===== config.mk =====
export PLATFORM = sky130hd
export DESIGN_NAME = uart_tx_param
export DESIGN_NICKNAME = d
export VERILOG_FILES = /design/src/rtl/uart_pkg.sv /design/src/rtl/uart_baud_gen.sv /design/src/rtl/uart_tx_param.sv
export SDC_FILE = /design/constraint.sdc
export NUM_CORES = 1
export LEC_CHECK = 0
export BUFFER_PORTS_ARGS = -buffer_cell sky130_fd_sc_hd__buf_2
export CAP_MARGIN = 20
export CORE_MARGIN = 2
export CORE_UTILIZATION = 50
export CTS_CLUSTER_DIAMETER = 50
export CTS_CLUSTER_SIZE = 10
export DETAILED_ROUTE_END_ITERATION = 16
export PLACE_DENSITY = 0.69
export SKIP_LAST_GASP = 1
export SLEW_MARGIN = 20
export SYNTH_ARGS = -nofsm -noshare
export SYNTH_HDL_FRONTEND = slang
export SYNTH_HIERARCHICAL = 1
export SYNTH_SLANG_ARGS = --single-unit

===== constraint.sdc =====
create_clock -name clk50m -period 3.5 [get_ports clk50m]
set_input_delay 0.35 -clock clk50m [delete_from_list [all_inputs] [get_ports clk50m]]
set_output_delay 0.35 -clock clk50m [all_outputs]
set_load 0.005 [all_outputs]

===== src/rtl/uart_pkg.sv =====
// Shared UART definitions: parity modes, transmitter/receiver FSM encoding and
// the bit-period helper used to size the baud timers.
package uart_pkg;

  localparam int PARITY_NONE = 0;
  localparam int PARITY_EVEN = 1;
  localparam int PARITY_ODD  = 2;

  localparam logic [2:0] ST_IDLE   = 3'd0;
  localparam logic [2:0] ST_START  = 3'd1;
  localparam logic [2:0] ST_DATA   = 3'd2;
  localparam logic [2:0] ST_PARITY = 3'd3;
  localparam logic [2:0] ST_STOP   = 3'd4;

  // Integer division truncates, so the line runs marginally fast rather than slow.
  function automatic int clks_per_bit(input int clk_freq, input int baud);
    return clk_freq / baud;
  endfunction

endpackage


===== src/rtl/uart_baud_gen.sv =====
// Bit-period timer: bit_tick is high for one clock every CLKS_PER_BIT clocks,
// counted from the clock after restart was seen.
module uart_baud_gen #(
  parameter int CLKS_PER_BIT = 434
) (
  input  logic clk50m,
  input  logic reset_n,
  input  logic restart,
  output logic bit_tick
);

  localparam int               CNT_W   = $clog2(CLKS_PER_BIT);
  localparam logic [CNT_W-1:0] CNT_MAX = CNT_W'(CLKS_PER_BIT - 1);

  logic [CNT_W-1:0] cnt_reg;

  always_ff @(posedge clk50m or negedge reset_n) begin
    if (!reset_n) begin
      cnt_reg <= '0;
    end else if (restart || (cnt_reg == CNT_MAX)) begin
      cnt_reg <= '0;
    end else begin
      cnt_reg <= cnt_reg + 1'b1;
    end
  end

  // Left unmasked by restart: the last stop clock must still see its tick
  // while a back-to-back handshake restarts the timer on the same edge.
  assign bit_tick = (cnt_reg == CNT_MAX);

endmodule


===== src/rtl/uart_tx_param.sv =====
// Parametrised UART transmitter: start bit, DATA_BITS LSB-first, optional
// parity, 1 or 2 stop bits, one frame per valid/ready handshake.
module uart_tx_param
  import uart_pkg::*;
#(
  parameter int CLK_FREQ  = 50_000_000,
  parameter int BAUD      = 115200,
  parameter int DATA_BITS = 8,
  parameter int PARITY    = 0,
  parameter int STOP_BITS = 1
) (
  input  logic                 clk50m,
  input  logic                 reset_n,
  input  logic [DATA_BITS-1:0] tx_data,
  input  logic                 tx_valid,
  output logic                 tx_ready,
  output logic                 tx_busy,
  output logic                 txd
);

  localparam int         CLKS_PER_BIT = clks_per_bit(CLK_FREQ, BAUD);
  localparam logic [2:0] LAST_IDX     = 3'(DATA_BITS - 1);
  localparam logic       LAST_STOP    = 1'(STOP_BITS - 1);

  generate
    if ((DATA_BITS < 5) || (DATA_BITS > 8)) begin : g_bad_data_bits
      $error("uart_tx_param: DATA_BITS must be 5..8");
    end
    if ((PARITY < 0) || (PARITY > 2)) begin : g_bad_parity
      $error("uart_tx_param: PARITY must be 0, 1 or 2");
    end
    if ((STOP_BITS != 1) && (STOP_BITS != 2)) begin : g_bad_stop_bits
      $error("uart_tx_param: STOP_BITS must be 1 or 2");
    end
    if (CLKS_PER_BIT < 2) begin : g_bad_rate
      $error("uart_tx_param: CLK_FREQ/BAUD must be at least 2");
    end
  endgenerate

  logic [2:0]           state_reg,    state_next;
  logic [DATA_BITS-1:0] shift_reg,    shift_next;
  logic [2:0]           bit_idx_reg,  bit_idx_next;
  logic                 stop_cnt_reg, stop_cnt_next;
  logic                 parity_reg,   parity_next;
  logic                 txd_reg,      txd_next;

  logic bit_tick;
  logic handshake;
  logic load;
  logic parity_calc;

  uart_baud_gen #(
    .CLKS_PER_BIT(CLKS_PER_BIT)
  ) u_baud_gen (
    .clk50m  (clk50m),
    .reset_n (reset_n),
    .restart (handshake),
    .bit_tick(bit_tick)
  );

  assign tx_ready  = (state_reg == ST_IDLE) ||
                     ((state_reg == ST_STOP) && bit_tick && (stop_cnt_reg == LAST_STOP));
  assign handshake = tx_valid && tx_ready;
  assign tx_busy   = (state_reg != ST_IDLE);
  assign txd       = txd_reg;

  // Parity is taken from the word as captured, so later changes on tx_data cannot leak in.
  assign parity_calc = (PARITY == PARITY_ODD) ? ~(^tx_data) : (^tx_data);

  always_comb begin
    state_next    = state_reg;
    shift_next    = shift_reg;
    bit_idx_next  = bit_idx_reg;
    stop_cnt_next = stop_cnt_reg;
    parity_next   = parity_reg;
    txd_next      = txd_reg;
    load          = 1'b0;

    case (state_reg)
      ST_IDLE: begin
        txd_next = 1'b1;
        if (handshake) begin
          load = 1'b1;
        end
      end

      ST_START: begin
        if (bit_tick) begin
          state_next   = ST_DATA;
          bit_idx_next = 3'd0;
          txd_next     = shift_reg[0];
        end
      end

      ST_DATA: begin
        if (bit_tick) begin
          if (bit_idx_reg == LAST_IDX) begin
            if (PARITY != PARITY_NONE) begin
              state_next = ST_PARITY;
              txd_next   = parity_reg;
            end else begin
              state_next    = ST_STOP;
              stop_cnt_next = 1'b0;
              txd_next      = 1'b1;
            end
          end else begin
            bit_idx_next = bit_idx_reg + 3'd1;
            shift_next   = shift_reg >> 1;
            txd_next     = shift_reg[1];
          end
        end
      end

      ST_PARITY: begin
        if (bit_tick) begin
          state_next    = ST_STOP;
          stop_cnt_next = 1'b0;
          txd_next      = 1'b1;
        end
      end

      ST_STOP: begin
        if (bit_tick) begin
          if (stop_cnt_reg == LAST_STOP) begin
            if (handshake) begin
              load = 1'b1;
            end else begin
              state_next = ST_IDLE;
              txd_next   = 1'b1;
            end
          end else begin
            stop_cnt_next = stop_cnt_reg + 1'b1;
          end
        end
      end

      default: begin
        state_next = ST_IDLE;
        txd_next   = 1'b1;
      end
    endcase

    // Same capture path for a frame from IDLE and for a back-to-back frame.
    if (load) begin
      state_next    = ST_START;
      shift_next    = tx_data;
      parity_next   = parity_calc;
      bit_idx_next  = 3'd0;
      stop_cnt_next = 1'b0;
      txd_next      = 1'b0;
    end
  end

  always_ff @(posedge clk50m or negedge reset_n) begin
    if (!reset_n) begin
      state_reg    <= ST_IDLE;
      shift_reg    <= '0;
      bit_idx_reg  <= 3'd0;
      stop_cnt_reg <= 1'b0;
      parity_reg   <= 1'b0;
      txd_reg      <= 1'b1;
    end else begin
      state_reg    <= state_next;
      shift_reg    <= shift_next;
      bit_idx_reg  <= bit_idx_next;
      stop_cnt_reg <= stop_cnt_next;
      parity_reg   <= parity_next;
      txd_reg      <= txd_next;
    end
  end

endmodule


Yosys cells after proc, flatten, opt, wreduce, memory -nomap -nowiden

Index checks and enable logic that the tools add are counted.

Bitwise gates (word level): 1
Reduce and logical (&&, ||, !) cells: 16
Add/sub/neg operators: 3
Muxes and demuxes: 39
Eq/ne operators: 16

Operator list:

| cell                  | count |
|---|---|
| $mux W3               | 12 |
| $mux W8               | 4 |
| $ne A3 B3 Y1 const B  | 8 |
| $mux W1               | 17 |
| $pmux W3 S5           | 1 |
| $add A9 B1 Y9 const B | 1 |
| $eq A9 B9 Y1 const B  | 1 |
| $mux W9               | 1 |
| $reduce_and A8 Y1     | 1 |
| $eq A3 B2 Y1 const B  | 2 |
| $eq A3 B3 Y1 const B  | 2 |
| $pmux W3 S2           | 1 |
| $reduce_and A6 Y1     | 1 |
| $reduce_bool A3 Y1    | 2 |
| $reduce_and A5 Y1     | 1 |
| $ne A2 B2 Y1 const B  | 2 |
| $pmux W1 S4           | 1 |
| $reduce_and A4 Y1     | 1 |
| $reduce_bool A2 Y1    | 2 |
| $reduce_bool A4 Y1    | 1 |
| $add A3 B1 Y3 const B | 1 |
| $eq A3 B1 Y1 const B  | 1 |
| $logic_and A1 B1 Y1   | 3 |
| $logic_not A3 Y1      | 1 |
| 6 further kinds       | 7 |

Logic and storage cells: 81
Bits in registers: 25
Output and inout port bits: 3
Input port bits: 11

Logic depth before layout (Yosys ltp)

Depth in word-level cells: 11
Depth in mapped cells: 10
Depth with buffers taken out: 10

Hierarchy

The synthesis kept the hierarchy.

By module, submodules not included:

| module        | area an instance (um^2) | seq. area each (um^2) | times used | cells each |
|---|---|---|---|---|
| uart_tx_param | 952.2                   | 376.6                 | 1          | 78 |
| uart_baud_gen | 485.5                   | 225.2                 | 1          | 48 |

Worst setup path before layout

Ideal clock, no wire load.

Kind: reg2reg
Start: register u_baud_gen.cnt_reg[2]
End: register shift_reg[0]
Period minus slack after synthesis: 2.298 ns
Stages on the path, launching flop included: 7
Buffers on the path: 0
Data required time: 3.375 ns
Library setup time: 0.125 ns
Path slack: 1.202 ns
Data arrival time: 2.173 ns
Path through: dfrtp_1 > or3_4 > nor3_1 > nand2b_4 > nand3_4 > mux2_1 > mux2_4

Cells in the longest elaborated chain, start to end: 11
Elaborated cells between the ends (all ways): 14
Classes of those cells: 2 x eq/ne; 5 x mux; 7 x reduce/logical

Ends and longest elaborated chain:

| what                                                                       | RTL line                                  | source |
|---|---|---|
| start, declared                                                            | uart_baud_gen.sv:15                       | `logic [CNT_W-1:0] cnt_reg;` |
| start signal, assigned                                                     | uart_baud_gen.sv:23                       | `cnt_reg <= cnt_reg + 1'b1;` |
| $eq A9 B9 Y1 *                                                             | uart_baud_gen.sv:29                       | `assign bit_tick = (cnt_reg == CNT_MAX);` |
| net bit_tick                                                               | uart_tx_param.sv:47                       | `logic bit_tick;` |
| $logic_and A1 B1 Y1 (2 in series)                                          | uart_tx_param.sv:62                       | `((state_reg == ST_STOP) && bit_tick && (stop_cnt_reg == LAST_STOP));` |
| $logic_or A1 B1 Y1                                                         | uart_tx_param.sv:61                       | `assign tx_ready = (state_reg == ST_IDLE) \|\|` |
| $logic_and A1 B1 Y1                                                        | uart_tx_param.sv:63                       | `assign handshake = tx_valid && tx_ready;` |
| $mux W1                                                                    | uart_tx_param.sv:82, uart_tx_param.sv:125 |  |
| $mux W1                                                                    | uart_tx_param.sv:124                      | `if (stop_cnt_reg == LAST_STOP) begin` |
| $mux W1                                                                    | uart_tx_param.sv:123                      | `if (bit_tick) begin` |
| $pmux W1 S2                                                                | uart_tx_param.sv:79                       | `case (state_reg)` |
| $ne A2 B2 Y1 (no source line) / $reduce_bool A2 Y1 (equally long branches) | --                                        |  |
| $reduce_and A3 Y1 (no source line)                                         | --                                        |  |
| end signal, assigned                                                       | uart_tx_param.sv:164                      | `shift_reg <= shift_next;` |
| end, declared                                                              | uart_tx_param.sv:41                       | `logic [DATA_BITS-1:0] shift_reg, shift_next;` |

Mark *: on every way through the listed nets, which the timed path passes. The rest lies on a longest branch.
A chain may end at the register's enable or synchronous reset.

Worst setup path after layout

Start: register u_baud_gen.cnt_reg[2]
End: output tx_ready

Cells in the longest elaborated chain, start to end: 4

Ends and longest elaborated chain:

| what                              | RTL line            | source |
|---|---|---|
| $eq A9 B9 Y1                      | uart_baud_gen.sv:29 |  |
| net bit_tick                      | uart_tx_param.sv:47 |  |
| $logic_and A1 B1 Y1 (2 in series) | uart_tx_param.sv:62 |  |
| $logic_or A1 B1 Y1                | uart_tx_param.sv:61 |  |
| end, declared                     | uart_tx_param.sv:16 | `output logic tx_ready,` |

The timed path passes the listed nets, and every way through them passes these cells.

==> flow_summary_export.csv <==
group,metric,value,unit
detailed_routing,viasPerCell,5.735,
setup_path,arrival,2.32,ns
finish,final_nets,155,
clock_network,ctsHoldBuffers,0,
status,outcome,"complete, but fails checks",
setup_path,worst-path-max-fanout,8,
detailed_routing,drtIter0Drc,27,
clock_network,clock_path_buffers,2,
global_route,grtUsageMet3,0.02902,
timing,finalWorstSetupSlack,0.8269,ns
timing,min_period,2.673,ns
placement,gp_congestion,0.7854,
synthesis,synth_nets,141,
setup_path,worst_setup_path_start_kind,"register",
clock_network,post_cts_buffers,0,
detailed_routing,wire_per_inst,13.56,um
clock_network,cts_buffers,3,
global_route,grt_overflow,0,
finish,n_antenna_cell,0,
floorplanning,die_x,57.62,um
timing,hold_viol,14,
global_route,grt_max_degree,25,
global_route,grtUsageTotal,0.1586,
global_route,grt_util_met1,0.2116,
setup_path,worstSetupPathType,"register to primary output",
timing,skew,0.01011,ns
job,max_cap_viol_count,0,
detailed_routing,drc,0,
synthesis,async_flop_share,1.000,
synthesis,synth_ff_type,"dfrtp_1",
floorplanning,num_rows,19,
synthesis,synth_edf_count,0,
synthesis,synth_area,1438,um2
synthesis,synth_cells,126,
detailed_routing,ant_nets,0,
synthesis,synth_seq_area_share,0.4186,
timing,setup_viol,0,
finish,area_delta_synth_final,8.268,%
synthesis,ys_ff_latch,24,
setup_path,cp_top_family,"simple AND/OR/NAND/NOR gates",
finish,largest_reg_flops,9,
synthesis,synthDistinctLibCells,48,
global_route,grt_first_pass_wirelength,4126,um
placement,hpwl,1697,um
setup_path,cp-end-kind,"primary output",
clock_network,root_buffer,"clkbuf_4",
global_route,grt_pass1_vias,931,
clock_network,cts_tree,"built",
setup_path,cpPeakStageDelay,0.56,ns
timing,worstMarginPinSlew,0.7043,ns
setup_path,path_buf_inv,1,
timing,whs,-0.01009,ns
detailed_routing,routed_wl,2306,um
detailed_routing,first_pass_iters,4,
placement,place_inst,166,
floorplanning,fp.dieH,57.62,um
finish,layout.cells.non_filler,170,
timing,fin_tns_setup,0,ns
min_path,hold_class,"primary input to asynchronous set/reset pin",
floorplanning,core-area,2734,um2
clock_network,clkTransAtPathRegs,0.14,ns
timing,finalCritPeriodShare,0.7637,
status,violations,"hold timing",
power,powerDensity,758.4,nW/um2
detailed_routing,num_vias,975,
setup_path,path_cells,"or3_4 > nor3_1 > nand2b_4 > and2_2 > buf_2",
synthesis,ys_warn_count,6,
finish,final_common_cell,"dfrtp_1",
global_route,met2_usage,0.2679,
power,p_leak,0.7018,nW
clock_network,ctsHtreeMaxLevel,1,
global_route,grt_busiest_layer,"met2",
setup_path,required,3.15,ns
power,peakVddDrop,485.2,uV
clock_network,clk_latency,0.31,ns
timing,rsz0062_at_grt,"no",
power,power.total,1.180,mW
clock_network,cts.sinks,24,
synthesis,avgSynthCellArea,11.41,um2
clock_network,cts_resized,0,
placement,post-place-ws,0.8937,ns
placement,port-buffer-count,13,
timing,slew_headroom,0.5269,
floorplanning,die_area,3320,um2
global_route,antenna_found_initial,0,
finish,layout_common_cells,"23 x dfrtp_1, 13 x buf_2, 8 x inv_1, 8 x nor2_1, 8 x mux2_1",
finish,drive_above_1_share,0.2662,
timing,timing.fmax,374.1,MHz
floorplanning,io_pins,14,
setup_path,slowest_stage,"nor3_1",
floorplanning,initial_core_util,0.5259,
timing,report.final.slew_viol_count,0,
synthesized netlist by cell type (4+ instances only):
| cell | count | area share |
|---|---|---|
| mux2_1 | 8 | 0.063 |
| ha_1 | 4 | 0.035 |
| mux2_4 | 7 | 0.073 |
| nor2_1 | 8 | 0.021 |
| nand2b_1 | 4 | 0.017 |
| inv_1 | 8 | 0.021 |
| dfrtp_1 | 23 | 0.40 |
| nand2_1 | 7 | 0.018 |
stage by stage:
stage          utilization  cell area [um2]
2_1_floorplan            -             1438
3_3_place_gp        0.5501             1504
3_5_place_dp        0.5501             1504
4_1_cts             0.5693             1556
5_1_grt             0.5693             1556
6_report            0.5693             1556
logic make-up (layout without fill, tap and decap cells):
| group | count (synthesis) | after routing | synth area share |
|---|---|---|---|
| and+or+nand+nor | 43 | 43 | 0.2106 |
| DFF | 24 | 24 | 0.4186 |
| AOI/OAI and AO/OA | 23 | 23 | 0.1210 |
| muxes | 17 | 17 | 0.1497 |
| buffers and inverters | 12 | 25 | 0.04699 |
| adders and majority gates | 4 | 4 | 0.03481 |
| xor gates and xnor gates | 3 | 3 | 0.01828 |
path summary, 6_finish.rpt:
| path | start | endpoint | slack [ns] | cells past startpoint |
|---|---|---|---|---|
| setup / recovery | u_baud_gen/cnt_reg[2] | tx_ready | 0.83 | 5 |
| max in group asynchronous | reset_n | txd | 3.14 | 1 |
| hold reg to reg | shift_reg[7] | shift_reg[7] | 0.53 | 2 |
| setup reg to reg | u_baud_gen/cnt_reg[2] | shift_reg[6] | 0.89 | 6 |
| hold / removal | reset_n | shift_reg[4] | -0.01 | 1 |
| min in group clk50m | tx_data[7] | shift_reg[7] | 0.23 | 2 |
power breakdown:
group	switching, mW	total (mW)	internal [mW]
clock	0.0841	0.200	0.116
combinational	0.210	0.444	0.233
sequential	0.143	0.537	0.394
final cells by class:
class,instances,area [um2]
clock buffer,3,22.52
clock inverter,1,30.03
fill,229,1177
inverter,8,30.03
multi-input combinational,90,768.2
sequential,24,601.8
tap,31,38.79
timing repair buffer,13,65.06
metal layers:
layer / part of all wire / vias up
met5: 0 / -
met4: 0.0082 / 0
met3: 0.033 / 2
met2: 0.49 / 16
met1: 0.47 / 475
li1: - / 482
Note: power is estimated with default switching activity, not from simulation.
